## src/rtl/operand_packer.sv

```systemverilog
// operand_packer: assembles NOPS operands of OPW bits from a byte stream and
// presents them to the multiplier core with a valid/ready handshake.
// Bytes are staged in a shadow register so that ops only changes when a
// whole frame is complete.
// Optional feature macro: PACKER_TIMEOUT_EN (discard stale partial frames
// after TIMEOUT_CYCLES idle cycles; without it timeout_err is tied 0).
module operand_packer #(
  parameter int OPW            = 32,
  parameter int NOPS           = 2,
  parameter int MSB_FIRST      = 1,
  parameter int TIMEOUT_CYCLES = 1024
) (
  input  logic                                 clk,
  input  logic                                 rst,
  input  logic [7:0]                           data,
  input  logic                                 DataValid,
  output logic                                 in_ready,
  input  logic                                 out_ready,
  output logic [NOPS*OPW-1:0]                  ops,
  output logic                                 DVO,
  output logic [$clog2(NOPS*OPW/8+1)-1:0]      byte_cnt,
  output logic                                 timeout_err
);

  localparam int OB  = OPW / 8;
  localparam int BPF = NOPS * OB;
  localparam int CW  = $clog2(BPF + 1);
  localparam int FW  = NOPS * OPW;

  typedef enum logic {COLLECT = 1'b0, HOLD = 1'b1} state_t;

  state_t          state_q, state_d;
  logic [FW-1:0]   shadow;
  logic [FW-1:0]   next_frame;
  logic            accept;
  logic            last;
  logic            expire;

  // Bit position of the LSB of frame byte n within the packed frame.
  function automatic int byte_lsb(input int n);
    int k;
    int j;
    k = n / OB;
    j = n % OB;
    if (MSB_FIRST != 0)
      return k * OPW + OPW - 8 - 8 * j;
    else
      return k * OPW + 8 * j;
  endfunction

  // State register.
  always_ff @(posedge clk) begin
    if (!rst)
      state_q <= COLLECT;
    else
      state_q <= state_d;
  end

  // Next-state logic and handshake outputs.
  always_comb begin
    state_d  = state_q;
    in_ready = (state_q == COLLECT);
    DVO      = (state_q == HOLD);
    accept   = DataValid && (state_q == COLLECT);
    last     = accept && (byte_cnt == CW'(BPF - 1));
    case (state_q)
      COLLECT: if (last) state_d = HOLD;
      HOLD:    if (out_ready) state_d = COLLECT;
      default: state_d = COLLECT;
    endcase
  end

  // Shadow frame with the incoming byte merged into its slot.
  always_comb begin
    next_frame = shadow;
    for (int i = 0; i < BPF; i++) begin
      if (byte_cnt == CW'(i))
        next_frame[byte_lsb(i) +: 8] = data;
    end
  end

  // Byte staging, frame publication and byte counter.
  always_ff @(posedge clk) begin
    if (!rst) begin
      ops      <= '0;
      shadow   <= '0;
      byte_cnt <= '0;
    end else if (last) begin
      ops      <= next_frame;
      shadow   <= next_frame;
      byte_cnt <= '0;
    end else if (accept) begin
      shadow   <= next_frame;
      byte_cnt <= byte_cnt + CW'(1);
    end else if (expire) begin
      shadow   <= '0;
      byte_cnt <= '0;
    end
  end

`ifdef PACKER_TIMEOUT_EN
  localparam int TW = $clog2(TIMEOUT_CYCLES + 1);

  logic [TW-1:0] idle_q;

  // A partial frame expires on the idle cycle that would reach the limit;
  // a byte accepted on that cycle takes precedence.
  assign expire = !accept && (state_q == COLLECT) && (byte_cnt != '0) &&
                  (idle_q == TW'(TIMEOUT_CYCLES - 1));

  // Idle counter for partial frames, plus the one-cycle error pulse.
  always_ff @(posedge clk) begin
    if (!rst) begin
      idle_q      <= '0;
      timeout_err <= 1'b0;
    end else begin
      timeout_err <= expire;
      if (accept || expire)
        idle_q <= '0;
      else if ((state_q == COLLECT) && (byte_cnt != '0))
        idle_q <= idle_q + TW'(1);
    end
  end
`else
  // No timeout: TIMEOUT_CYCLES is a positive count, so this is constant 0.
  assign expire      = (TIMEOUT_CYCLES < 0);
  assign timeout_err = 1'b0;
`endif

endmodule

```

## config.mk

```make
export PLATFORM = sky130hd
export DESIGN_NAME = operand_packer
export DESIGN_NICKNAME = d
export VERILOG_FILES = /design/src/rtl/operand_packer.sv
export SDC_FILE = /design/constraint.sdc
export NUM_CORES = 1
export LEC_CHECK = 0
export BUFFER_PORTS_ARGS = -buffer_cell sky130_fd_sc_hd__buf_2
export CAP_MARGIN = 10
export CELL_PAD_IN_SITES_DETAIL_PLACEMENT = 0
export CELL_PAD_IN_SITES_GLOBAL_PLACEMENT = 2
export CORE_ASPECT_RATIO = 1.25
export CORE_UTILIZATION = 38
export DETAILED_ROUTE_END_ITERATION = 8
export PLACE_DENSITY_LB_ADDON = 0.2
export SYNTH_ARGS = -nofsm -noshare
export SYNTH_HDL_FRONTEND = slang
export SYNTH_SLANG_ARGS = --single-unit
export TNS_END_PERCENT = 20
```

## constraint.sdc

```tcl
create_clock -name clk -period 3.9 [get_ports clk]
set_input_delay 0.78 -clock clk [delete_from_list [all_inputs] [get_ports clk]]
set_output_delay 0.78 -clock clk [all_outputs]
set_load 0.005 [all_outputs]
```

==> results of run 1 <==
## final cells by class
| cell class | instances | share of cell area, % |
|---|---|---|
| inverter | 3 | 0.179 |
| sequential | 125 | 39.8 |
| tap | 175 | 3.48 |
| timing repair buffer | 92 | 7.76 |
| clock buffer | 21 | 7.32 |
| clock inverter | 11 | 2.25 |
| multi-input combinational | 339 | 39.2 |
## layout by cell type (no fill, tap or decap), types with 2 or more instances in the layout
cell          n
o21ai_0      63
ha_1          4
bufinv_16     3
clkbuf_1      2
clkinv_2      4
nor3b_1       4
clkinvlp_4    3
a22o_1        2
a21boi_1     10
nand3_1      62
buf_4        11
and3b_1       4
nand2b_1      2
nand3b_1      7
o2bb2ai_1    56
nor2_1        3
buf_2        81
inv_1         3
mux2i_1      57
a21boi_0     51
xnor2_1       2
clkbuf_8      2
dfxtp_1     125
clkbuf_16    17
and2_1        2
## final timing paths
kind | end | slack [ps] | depth (start not counted)
setup reg to reg | ops[22] | 1370 | 5
hold / removal | ops[16] | 450 | 1
setup / recovery | ops[22] | 1370 | 5
hold reg to reg | ops[16] | 450 | 1
## power by group
group	total, mW	switching, mW	internal (mW)
clock network	1.59	0.559	1.03
logic	0.197	0.131	0.0661
registers	1.30	0.0110	1.29
total	3.10	0.702	2.39
## per-stage QoR
| step | instances | utilization (%) | hold slack (ps) | instance area [um2] | setup WS [ps] |
|---|---|---|---|---|---|
| after floorplan | 532 | - | 452 | 5330 | 2210 |
| after detailed placement | 734 | 41.3 | 442 | 5680 | 1140 |
| after global routing | 766 | 45.7 | 472 | 6290 | 1200 |
| final | 766 | 45.7 | 455 | 6290 | 1370 |
| after global placement | 734 | 41.3 | 442 | 5680 | 1270 |
| after CTS | 766 | 45.7 | 460 | 6290 | 1370 |
## state kept, by name, summed over array words and instances, names as in the netlist
name and count:
DVO 1, ops 64, shadow 56, byte_cnt 4
## cells by family (layout without fill, tap and decap cells)
group | Yosys count | after routing | share of synthesized area (%)
compound gates | 186 | 186 | 24.8
simple gates | 89 | 89 | 9.29
other cells | 1 | 1 | 0.0703
fa+ha+maj | 4 | 4 | 0.939
xor+xnor | 2 | 2 | 0.329
mux | 57 | 57 | 10.7
buf+inv | 68 | 127 | 6.95
flops | 125 | 125 | 46.9
## per-layer routing
layer	track usage (%)	wire [um]
met1	26.7	6620
met2	33.7	7200
met3	4.76	509
met4	6.62	142
met5	0	0
==> metrics.txt, run 1 <==
result of the run=finished clean; Yosys top cell area share=46.9%; hold-fix buffers at CTS=0; grt total ovfl=0; Total GRT Usage=20.6%; worst path required time=4230 ps; Net Count, Synth=around 550; largest net degree at the start of global routing=65; FILL cells=1350; Finish-stage setup viols=0; synth top area cells=dfxtp_1, mux2i_1, o2bb2ai_1; R2R Path Start=byte_cnt[1]; Max-slew headroom=23.8%; syn_area_per_cell=10.0 um2; Peak supply drop=between 200 and 300 uV; EDFF count, synth=0; top-count cell post-synth=dfxtp_1; ANT nets after route=0; cell taking the most area after synthesis=dfxtp_1; CP Launch Type=register; cell row count=48; Hold Startpoint=ops[16]; die area=about 15000 um2; footprint of the multi-input gates=2460 um2; Root Driver=clkbuf_16; number of diodes=0; vias per cell=5.49; RSZ-0062 raised after global routing=false; Hold Fails Final Rpt=0; worst-margin pin slew=1140 ps; post-cts resize count=0; die height=~130 um; mapped cell area=between 5000 and 6000 um2; Routed WL per cell=18.9 um; Hold Crit Class=reg -> reg; IO buf count=81; iteration count of the initial detailed-routing pass=4; Total Power=between 3 and 4 mW; Clock Skews=8.61 ps; die width=108 um; CTS Buf Count=17; Setup TNS=0 ps; P&R area growth vs syn=17.9%; crit path max-delay cell type=and3b_1; number of clock sinks=125; Distinct cells, synth=31; Reg clk slew, reported paths=50 ps; Nets=~590; Post-Route WL=between 10000 and 15000 um; # DRC=0; Buf/Inv on CP=1; Final min period=2530 ps; fin. max-slew vios=0; Worst EP arrival=2860 ps; first-pass GRT wire length=about 23000 um; Max Clk Rate=395 MHz; final period utilization=~65%; IO Pins=83; # H-tree levels=4; CP top delay family=simple AND/OR/NAND/NOR gates; clock tree buffer depth=2; layout cell share with drive strength beyond 1=21.3%; Yosys Warn Count=0; commonest cells in the netlist=dfxtp_1, nand3_1, o21ai_0; PwrDens=493 nW/um2; RD Place Congestion=roughly 0.73; vias in the first global route=4039; Synth Instances=532; register bit total from synthesis=125; critical-path cell list=ha_1 > and3b_1 > nand3_2 > buf_4 > o2bb2ai_1; critical path peak fanout=22; initial drt markers=208; post-DP HPWL=9040 um; critical path endpoint category=register; crit path launch=byte_cnt[1]; ys async rst share=0%; postcts setup bufs=0; Leak=2.50 nW; ys flop type=dfxtp_1; Seq/Total Area, Yosys=a little under half; routed vias=4202; CORE AREA=13800 um2; initial antenna violation count=0; Max Cap Viol=0; Worst path max stage delay=630 ps; initial core utilization=38.8%; kind of critical path=reg -> reg; worst-skew pair later-pin latency=400 ps; FF+latch area=roughly 2500 um2; TritonCTS clock tree=done
(Power assumes the default switching activity.)
==> inputs of run 2 (changes only) <==
- ABC_AREA: default -> 1
- CORE_UTILIZATION: 38 -> 28
- clock period: 3.9 -> 2.1 ns (I/O delays scaled with it)
==> run 2 against run 1 <==
Compared with the run above: wire length up 19%; register-to-register slack lost 970 ps; first-iteration DRC count rose by 4.8%; synthesized cell count increased by 67%; via count rose by 31%; critical path type is now reg -> out.
==> metrics.txt, run 2 <==
layout cell share with drive strength beyond 1=14.7%; Nets=964; kind of critical path=reg -> out; die width=130 um; cell taking the most area after synthesis=dfxtp_1; clock tree buffer depth=2; Final Non-Filler Cells=1230; worst path required time=1680 ps; crit path launch=byte_cnt[2]; hold-fix buffers at CTS=0; initial drt markers=218; footprint of the multi-input gates=2690 um2; CORE AREA=about 20000 um2; ys async rst share=0%; RR Endpoint=shadow[55]; Final min period=around 1700 ps; first-pass GRT wire length=about 27000 um; Setup TNS=0 ps; Reg with most FFs=ops; max FFs per register=64; ys flop type=dfxtp_1; post-DP HPWL=11200 um; top-count cell post-synth=nand2_1; routed vias=5505; Net Count, Synth=about 900; Clock Skews=13.0 ps; Yosys top cell area share=43.6%; Distinct cells, synth=19; TritonCTS clock tree=done; IO buf count=81; Regs by FF count=ops: 64 flops, shadow: 56 flops, byte_cnt: 4 flops; die height=162 um; grt total ovfl=0; FF+latch area=2500 um2; worst-margin pin slew=756 ps; cell row count=58; number of diodes=0; worst-skew pair later-pin latency=430 ps; RD Place Congestion=0.732; Finish-stage setup viols=0; Int Pwr=approximately 4.5 mW; Clk pwr share=49.5%; R2R Path Start=byte_cnt[1]; Seq/Total Area, Yosys=43.6%; commonest non-fill, non-tap cell in the layout=nand2_1; net switching power=1.54 mW; Fin Hold WS=208 ps; Reg clk slew, reported paths=60 ps; vias in the first global route=between 5000 and 6000; Total GRT Usage=approximately 17%; post-cts resize count=0; critical path endpoint category=output port; Post-Route WL=17200 um; worst hold stages=2; fin. max-slew vios=0; Max Clk Rate=roughly 580 MHz; register bit total from synthesis=between 100 and 150; CP Launch Type=register; Synth Instances=887; vias per cell=around 4.5; EDFF count, synth=0; # H-tree levels=4; Hold Startpoint=out_ready; final period utilization=81.7%; synth top area cells=dfxtp_1, nand2_1, nand3_1; Min-Delay Endpoint=DVO; Hold Fails Final Rpt=0; power share of the combinational group=9.3%; postcts setup bufs=0; Net Sw Frac=25.4%; initial antenna violation count=0; FILL cells=2269; Max Cap Viol=0; Leak=3.96 nW; # DRC=0; ANT nets after route=0; Peak supply drop=583 uV; setup ws final=approximately 380 ps; Hold Crit Class=in -> reg; Setup WS pre-CTS=between 300 and 400 ps; Placed Instances=roughly 1200; syn_area_per_cell=6.46 um2; mapped cell area=5730 um2; Max-slew headroom=about half; die area=21100 um2; Routed WL per cell=14.0 um; CTS Buf Count=17; RSZ-0062 raised after global routing=false; PwrDens=864 nW/um2; Flop pwr share=41.3%; commonest cells in the netlist=nand2_1, nand3_1, nor2_1; iteration count of the initial detailed-routing pass=5; number of clock sinks=125; largest net degree at the start of global routing=65; IO Pins=83; Root Driver=clkbuf_16; Yosys Warn Count=0; result of the run=finished clean; Total Power=6.05 mW; P&R area growth vs syn=22.2%; critical path peak fanout=10; flop2flop setup slack=around 400 ps; Worst EP arrival=1300 ps; R2R depth=7; most frequent cells in the layout=nand2_1, nand3_1, nor2_1; initial core utilization=28.5%
==> run 2: metrics by stage <==
stage,area [um2],util (%)
global placement,6410,31.9
finish,7000,34.8
global route,7000,34.8
CTS,7000,34.8
floorplan,5730,-
detailed placement,6410,31.9
==> run 2: final cells by class <==
cell class              count  area share, %
multi-input cells         629           38.3
clock buffers              19           6.32
repair buffers            106           9.00
inverters                  69           3.70
flip-flops and latches    125           35.7
well taps                 270           4.82
clock inverters            12           2.09
==> run 2: power by group through the flow <==
stage | Sequential (mW) | Clock, mW | Combinational (mW)
after CTS | 2.50 | 3.09 | 0.573
after detailed placement | 2.55 | 0 | 0.571
final | 2.50 | 2.99 | 0.562
after global routing | 2.50 | 3.19 | 0.649
after global placement | 2.55 | 0 | 0.574
after floorplan | 2.54 | 0 | 0.417
==> run 2: worst max path at each step <==
| stage | endpoint | slack (ps) |
|---|---|---|
| floorplan | shadow[47] | 690 |
| global placement | ops[34] | 390 |
| detailed placement | shadow[50] | 400 |
| CTS | byte_cnt[2] | 370 |
| global route | shadow[52] | 170 |
| finish | byte_cnt[2] | 380 |
==> run 2: cells by family (layout without fill, tap and decap cells) <==
family	Yosys count	in the layout	share of synthesized area, %
and+or+nand+nor	620	620	45.1
buffers and inverters	133	206	9.84
DFF	125	125	43.6
adders and majority gates	4	4	0.873
AOI/OAI and AO/OA	3	3	0.284
other	1	1	0.0654
xor gates and xnor gates	1	1	0.153
==> run 2: layer usage <==
metal	GRT usage, %	share of wire [%]	vias to the layer above
met5	0	0	-
met4	5.55	0.97	0
met3	3.33	2.4	13
met2	29.7	49	76
met1	21.7	47	2528
li1	-	-	2888
==> run 2: worst max-delay path, cell delays in order, from the launching register on <==
cell and delay [ps]:
dfxtp_1 500, buf_4 240, buf_2 130
